### src/rtl/ice40_oserdes_gearbox.sv
// Transmit gearbox: DW-bit words in over valid/ready, OW-bit slices out per clock.
// A one-entry buffer feeds the shift register at each word boundary; idle words fill the gaps.
module ice40_oserdes_gearbox #(
    parameter int             DW        = 8,
    parameter int             OW        = 2,
    parameter bit             MSB_FIRST = 1'b1,
    parameter logic [DW-1:0]  IDLE_WORD = '0
) (
    input  logic          clk,
    input  logic          rst,
    input  logic [DW-1:0] in_data,
    input  logic          in_valid,
    output logic          in_ready,
    input  logic          align,
    output logic [OW-1:0] q,
    output logic          q_first,
    output logic          q_idle,
    output logic          underrun,
    input  logic          underrun_clr
);

    localparam int RATIO = DW / OW;
    localparam int CW    = (RATIO > 1) ? $clog2(RATIO) : 1;
    localparam logic [CW-1:0] LAST = CW'(RATIO - 1);

    logic [DW-1:0] sr_q, sr_d;
    logic [CW-1:0] cnt_q, cnt_d;
    logic [DW-1:0] buf_q, buf_d;
    logic          buf_full_q, buf_full_d;
    logic          cur_idle_q, cur_idle_d;
    logic          prev_data_q, prev_data_d;
    logic          underrun_q, underrun_d;

    logic le;
    logic accept;

    // A load edge closes the current word, either naturally or forced by align.
    assign le       = (cnt_q == LAST) | align;
    assign in_ready = ~buf_full_q | le;
    assign accept   = in_valid & in_ready;

    always_comb begin
        sr_d        = sr_q;
        cnt_d       = cnt_q;
        buf_d       = buf_q;
        buf_full_d  = buf_full_q;
        cur_idle_d  = cur_idle_q;
        prev_data_d = prev_data_q;
        underrun_d  = underrun_q & ~underrun_clr;

        if (le) begin
            cnt_d       = '0;
            prev_data_d = buf_full_q;
            if (buf_full_q) begin
                sr_d       = buf_q;
                cur_idle_d = 1'b0;
            end else begin
                sr_d       = IDLE_WORD;
                cur_idle_d = 1'b1;
                // Set takes priority over a simultaneous clear.
                if (prev_data_q)
                    underrun_d = 1'b1;
            end
            buf_full_d = accept;
            if (accept)
                buf_d = in_data;
        end else begin
            cnt_d = cnt_q + CW'(1);
            sr_d  = MSB_FIRST ? (sr_q << OW) : (sr_q >> OW);
            if (accept) begin
                buf_d      = in_data;
                buf_full_d = 1'b1;
            end
        end
    end

    always_ff @(posedge clk or posedge rst) begin
        if (rst) begin
            sr_q        <= IDLE_WORD;
            cnt_q       <= '0;
            buf_q       <= '0;
            buf_full_q  <= 1'b0;
            cur_idle_q  <= 1'b1;
            prev_data_q <= 1'b0;
            underrun_q  <= 1'b0;
        end else begin
            sr_q        <= sr_d;
            cnt_q       <= cnt_d;
            buf_q       <= buf_d;
            buf_full_q  <= buf_full_d;
            cur_idle_q  <= cur_idle_d;
            prev_data_q <= prev_data_d;
            underrun_q  <= underrun_d;
        end
    end

    generate
        if (MSB_FIRST) begin : g_msb
            assign q = sr_q[DW-1 -: OW];
        end else begin : g_lsb
            assign q = sr_q[OW-1:0];
        end
    endgenerate

    assign q_first  = (cnt_q == '0);
    assign q_idle   = cur_idle_q;
    assign underrun = underrun_q;

endmodule

### config.mk
export PLATFORM = sky130hd
export DESIGN_NAME = ice40_oserdes_gearbox
export DESIGN_NICKNAME = d
export VERILOG_FILES = /design/src/rtl/ice40_oserdes_gearbox.sv
export SDC_FILE = /design/constraint.sdc
export NUM_CORES = 1
export LEC_CHECK = 0
export ABC_AREA = 0
export CORE_MARGIN = 5
export CORE_UTILIZATION = 52
export DETAILED_ROUTE_END_ITERATION = 6
export HOLD_SLACK_MARGIN = 0.15
export PLACE_DENSITY = 0.79
export REMOVE_ABC_BUFFERS = 1
export SLEW_MARGIN = 0
export SYNTH_ARGS = -nofsm -noshare
export SYNTH_HDL_FRONTEND = slang
export SYNTH_SLANG_ARGS = --single-unit
### constraint.sdc
create_clock -name clk -period 2.55 [get_ports clk]
set_clock_uncertainty 0.15 [all_clocks]
set_input_delay 0.3825 -clock clk [delete_from_list [all_inputs] [get_ports clk]]
set_output_delay 0.3825 -clock clk [all_outputs]
set_load 0.01 [all_outputs]
Word-level counts from Yosys, hierarchy flattened
Index checks and enable logic that the tools add are counted.

Word-level logic and storage cells: 26. Register bits: 22. Input port bits: 13. Output and inout bits: 6.

Add/sub/neg operators: 1. Muxes and demuxes: 9. Equal/unequal tests: 1. Reduce and logical (&&, ||, !) cells: 2. Bitwise operators: 6.

Operators by type and width (count): 2-to-1 mux 8 bit (2); 2-to-1 mux 1 bit (6); adder 2 x 1 -> 2 bit (second input constant) (1); AND 1 bit (2); == test 2 bit (second input constant) (1); zero test 2 bit (1); 2-to-1 mux 2 bit (1); NOT 1 bit (2); OR 1 bit (2); nonzero test 2 bit (1).

Longest topological paths before layout
Word-level depth: 6. Mapped depth: 4. Gate-level depth less buffers: 3.

Worst setup path before layout
Ideal clock, no wire load.

Path kind: register to output. From: register cnt_q[0]. To: output port in_ready. Required time: 2.017 ns. Path slack: 0.769 ns. Data arrival time: 1.249 ns. Stages on the path, launching flop included: 5. Path buffers: 1. Cells stage by stage: dfrtp_1 > ha_1 > buf_4 > nor3b_4 > inv_1.

Cells in the longest elaborated chain, start to end: 3.

Ends and longest elaborated chain: from (decl) (RTL line 27) `logic [CW-1:0] cnt_q, cnt_d;`; from (signal assigned) (RTL line 88) `cnt_q <= cnt_d;`; == test 2 bit (RTL line 38) `assign le = (cnt_q == LAST) | align;`; OR 1 bit (RTL line 38); OR 1 bit (RTL line 39) `assign in_ready = ~buf_full_q | le;`; to (decl) (RTL line 13) `output logic in_ready,`.

No other way between the ends.

Worst setup path after layout
Ends and elaborated chain as after synthesis.

==> impl_metrics.ini <==
[setup_path]
worstPathMaxFanout = 3
crit_slowest_cell = sky130_fd_sc_hd__clkdlybuf4s50_1
slowest_delay_ns = 0.47
setup.worst_path.class = register to primary output
crit_path_cell_trace = ha_1 -> nor3b_4 -> inv_1 -> clkdlybuf4s50_1
cp.arrival_ns = 1.73
critPathLaunchType = register
worstPathRequired_ns = 2.02
end_kind = primary output

[cts]
cts_htree_levels = 1
clock_tree_from_tritoncts = done
cts.repair_timing.setup_buffer_count = 0
clk_latency_ns = 0.32
clock_path_buffers = 2
worst_setup_hold_path_clk_slew_ns = 0.13
post_cts_hold_buffer_count = 0
cts_resized = 0
cts_buffers = 3
clock-root-buffer = sky130_fd_sc_hd__clkbuf_4
clkSinkCount = 22

[logic_synthesis]
synth-edff-count = 0
synth-main-ff-cell = sky130_fd_sc_hd__dfrtp_1
synth.yosys.seq_area_share = 0.524
netlist_area_um2 = 1050
synth.distinct_cells = 20
synth_async_reset_ratio = 1.00
warnings_from_yosys = 0
synth-seq-cells = 22
synth.avg_cell_area_um2 = 10.6
gate_count_after_technology_mapping = 99

[global_routing]
track_usage = 0.157
grt_max_degree = 23
grt_antenna_before_repair = 0
grt_pass1_wl_mm = 3.29
grt_pass1_vias = 720
grt_total_ovfl = 0

[route]
routed_via_count = 758
postRouteWirelength_mm = 1.93
drc_errors = 0
antenna_left = 0
detailed_router_iteration_count_before_antenna_repair = 4
detail_route.wl_per_cell_um = 13.2
detailedRoute.firstIterationViolations = 6
route.detailed.vias_per_inst = 5.19

[finish]
leading_cell_type_in_the_layout_fill_and_taps_excluded = sky130_fd_sc_hd__dfrtp_1
final_core_utilization = 0.677
post-route-cell-area_um2 = 1320
layout.nets = 135
n_antenna_cell = 0
final_layout_size_suffix_gt1_frac = 0.101
most_frequent_cells_in_the_layout = sky130_fd_sc_hd__dfrtp_1, sky130_fd_sc_hd__clkdlybuf4s50_1, sky130_fd_sc_hd__o211ai_1
area_delta_synth_final_pct = 25.0

[pwr]
p_leak_nw = 0.556
design_power_total_uw = 868
power_density_nw_per_um2 = 660
irDropWorstVdd_mv = 0.453

[timing]
final_min_period_over_clock_period = 0.888
post-route-min-period_ns = 2.27
tightest_slew_ns = 0.529
whs_ns = 0.228
final_hold_viol_count = 0
timing.max_slew.rel_slack = 0.646
number_of_max_slew_violations_in_the_final_report = 0
setup-tns-final_ns = 0
setup_violations = 0
achievable-frequency_mhz = 441
rsz0062_at_grt = no

[job]
max_cap_violations = 0

[die]
floorplan.initialDensity = 0.542
top_ports = 19
design.core.area_um2 = 1940
die_height_um = 55.0
rows = 16
die_width_um = 55.0
dieArea_um2 = 3020

[status]
outcome = completed

[placement]
placement.cell_area_um2 = 1260
io_buffer_count = 18
dp.final_hpwl_mm = 1.32
gp_congestion = 0.725

[hold_path]
hold_class = input pin to asynchronous set/reset pin
[synth_stat cells, types with 2 or more instances]
| cell | instances | share of area |
|---|---|---|
| sky130_fd_sc_hd__ha_1 | 2 | 0.024 |
| sky130_fd_sc_hd__buf_4 | 3 | 0.021 |
| sky130_fd_sc_hd__o211ai_1 | 14 | 0.10 |
| sky130_fd_sc_hd__o21ai_0 | 8 | 0.038 |
| sky130_fd_sc_hd__nand2b_1 | 8 | 0.048 |
| sky130_fd_sc_hd__nand2_1 | 8 | 0.029 |
| sky130_fd_sc_hd__and3_1 | 2 | 0.012 |
| sky130_fd_sc_hd__buf_2 | 3 | 0.014 |
| sky130_fd_sc_hd__nand4bb_1 | 8 | 0.086 |
| sky130_fd_sc_hd__inv_1 | 12 | 0.043 |
| sky130_fd_sc_hd__dfrtp_1 | 21 | 0.50 |
| sky130_fd_sc_hd__nor2_1 | 2 | 0.0071 |
[per-stage QoR]
stage | instances | setup slack (ns)
2_1_floorplan | 92 | 0.810
3_3_place_gp | 142 | 0.451
3_5_place_dp | 142 | 0.460
4_1_cts | 146 | 0.267
5_1_grt | 146 | 0.193
6_report | 146 | 0.285
[flip-flops by register name, indices dropped and copies added (netlist names)]
signal and flops:
sr_q 8, buf_full_q 1, buf_q 8, cnt_q 2, q_idle 1, underrun 1, prev_data_q 1
[cells by family (layout without fill, tap and decap cells)]
family / Yosys count / count (layout) / synth area share
AOI/OAI and AO/OA: 24 / 24 / 0.153
adders and majority gates: 2 / 2 / 0.0238
buffers and inverters: 19 / 39 / 0.0820
DFF: 22 / 22 / 0.524
and+or+nand+nor: 32 / 32 / 0.216
[worst max-delay path, delay by kind of cell, from the launching register on]
family / cells / cell delay, ns
adder cells (fa/ha/maj): 1 / 0.26
buffers and inverters: 2 / 0.52
flip-flops: 1 / 0.42
AND/OR/NAND/NOR: 1 / 0.21
[final timing paths]
check | start | endpoint | slack, ns | cells after the start
hold / removal | rst | buf_q[0] | 0.23 | 3
setup reg to reg | cnt_q[0] | sr_q[0] | 0.82 | 4
hold reg to reg | cnt_q[0] | cnt_q[0] | 0.32 | 1
min in group clk | cnt_q[0] | cnt_q[0] | 0.32 | 1
setup / recovery | cnt_q[0] | in_ready | 0.28 | 4
max in group asynchronous | rst | q_idle | 1.75 | 3
[power breakdown]
| group | switching [mW] | internal (mW) |
|---|---|---|
| combinational | 0.0782 | 0.0931 |
| clock | 0.108 | 0.159 |
| sequential | 0.0276 | 0.402 |
| total | 0.214 | 0.654 |
[per-layer routing]
metal  up-vias  GRT usage  share of wire
li1        380          -              -
met1       359      0.211           0.48
met2        14      0.230           0.45
met3         5     0.0563          0.054
met4         0     0.0607          0.016
met5         -          0              0
[cell type report]
type / count / area [um^2]
fill: 154 / 627
tap: 27 / 33.8
sequential: 22 / 552
clock buffer: 3 / 22.5
inverter: 12 / 45.0
clock inverter: 1 / 30.0
timing repair buffer: 23 / 218
multi-input combinational: 58 / 414
Note: power is estimated with default switching activity, not from simulation.
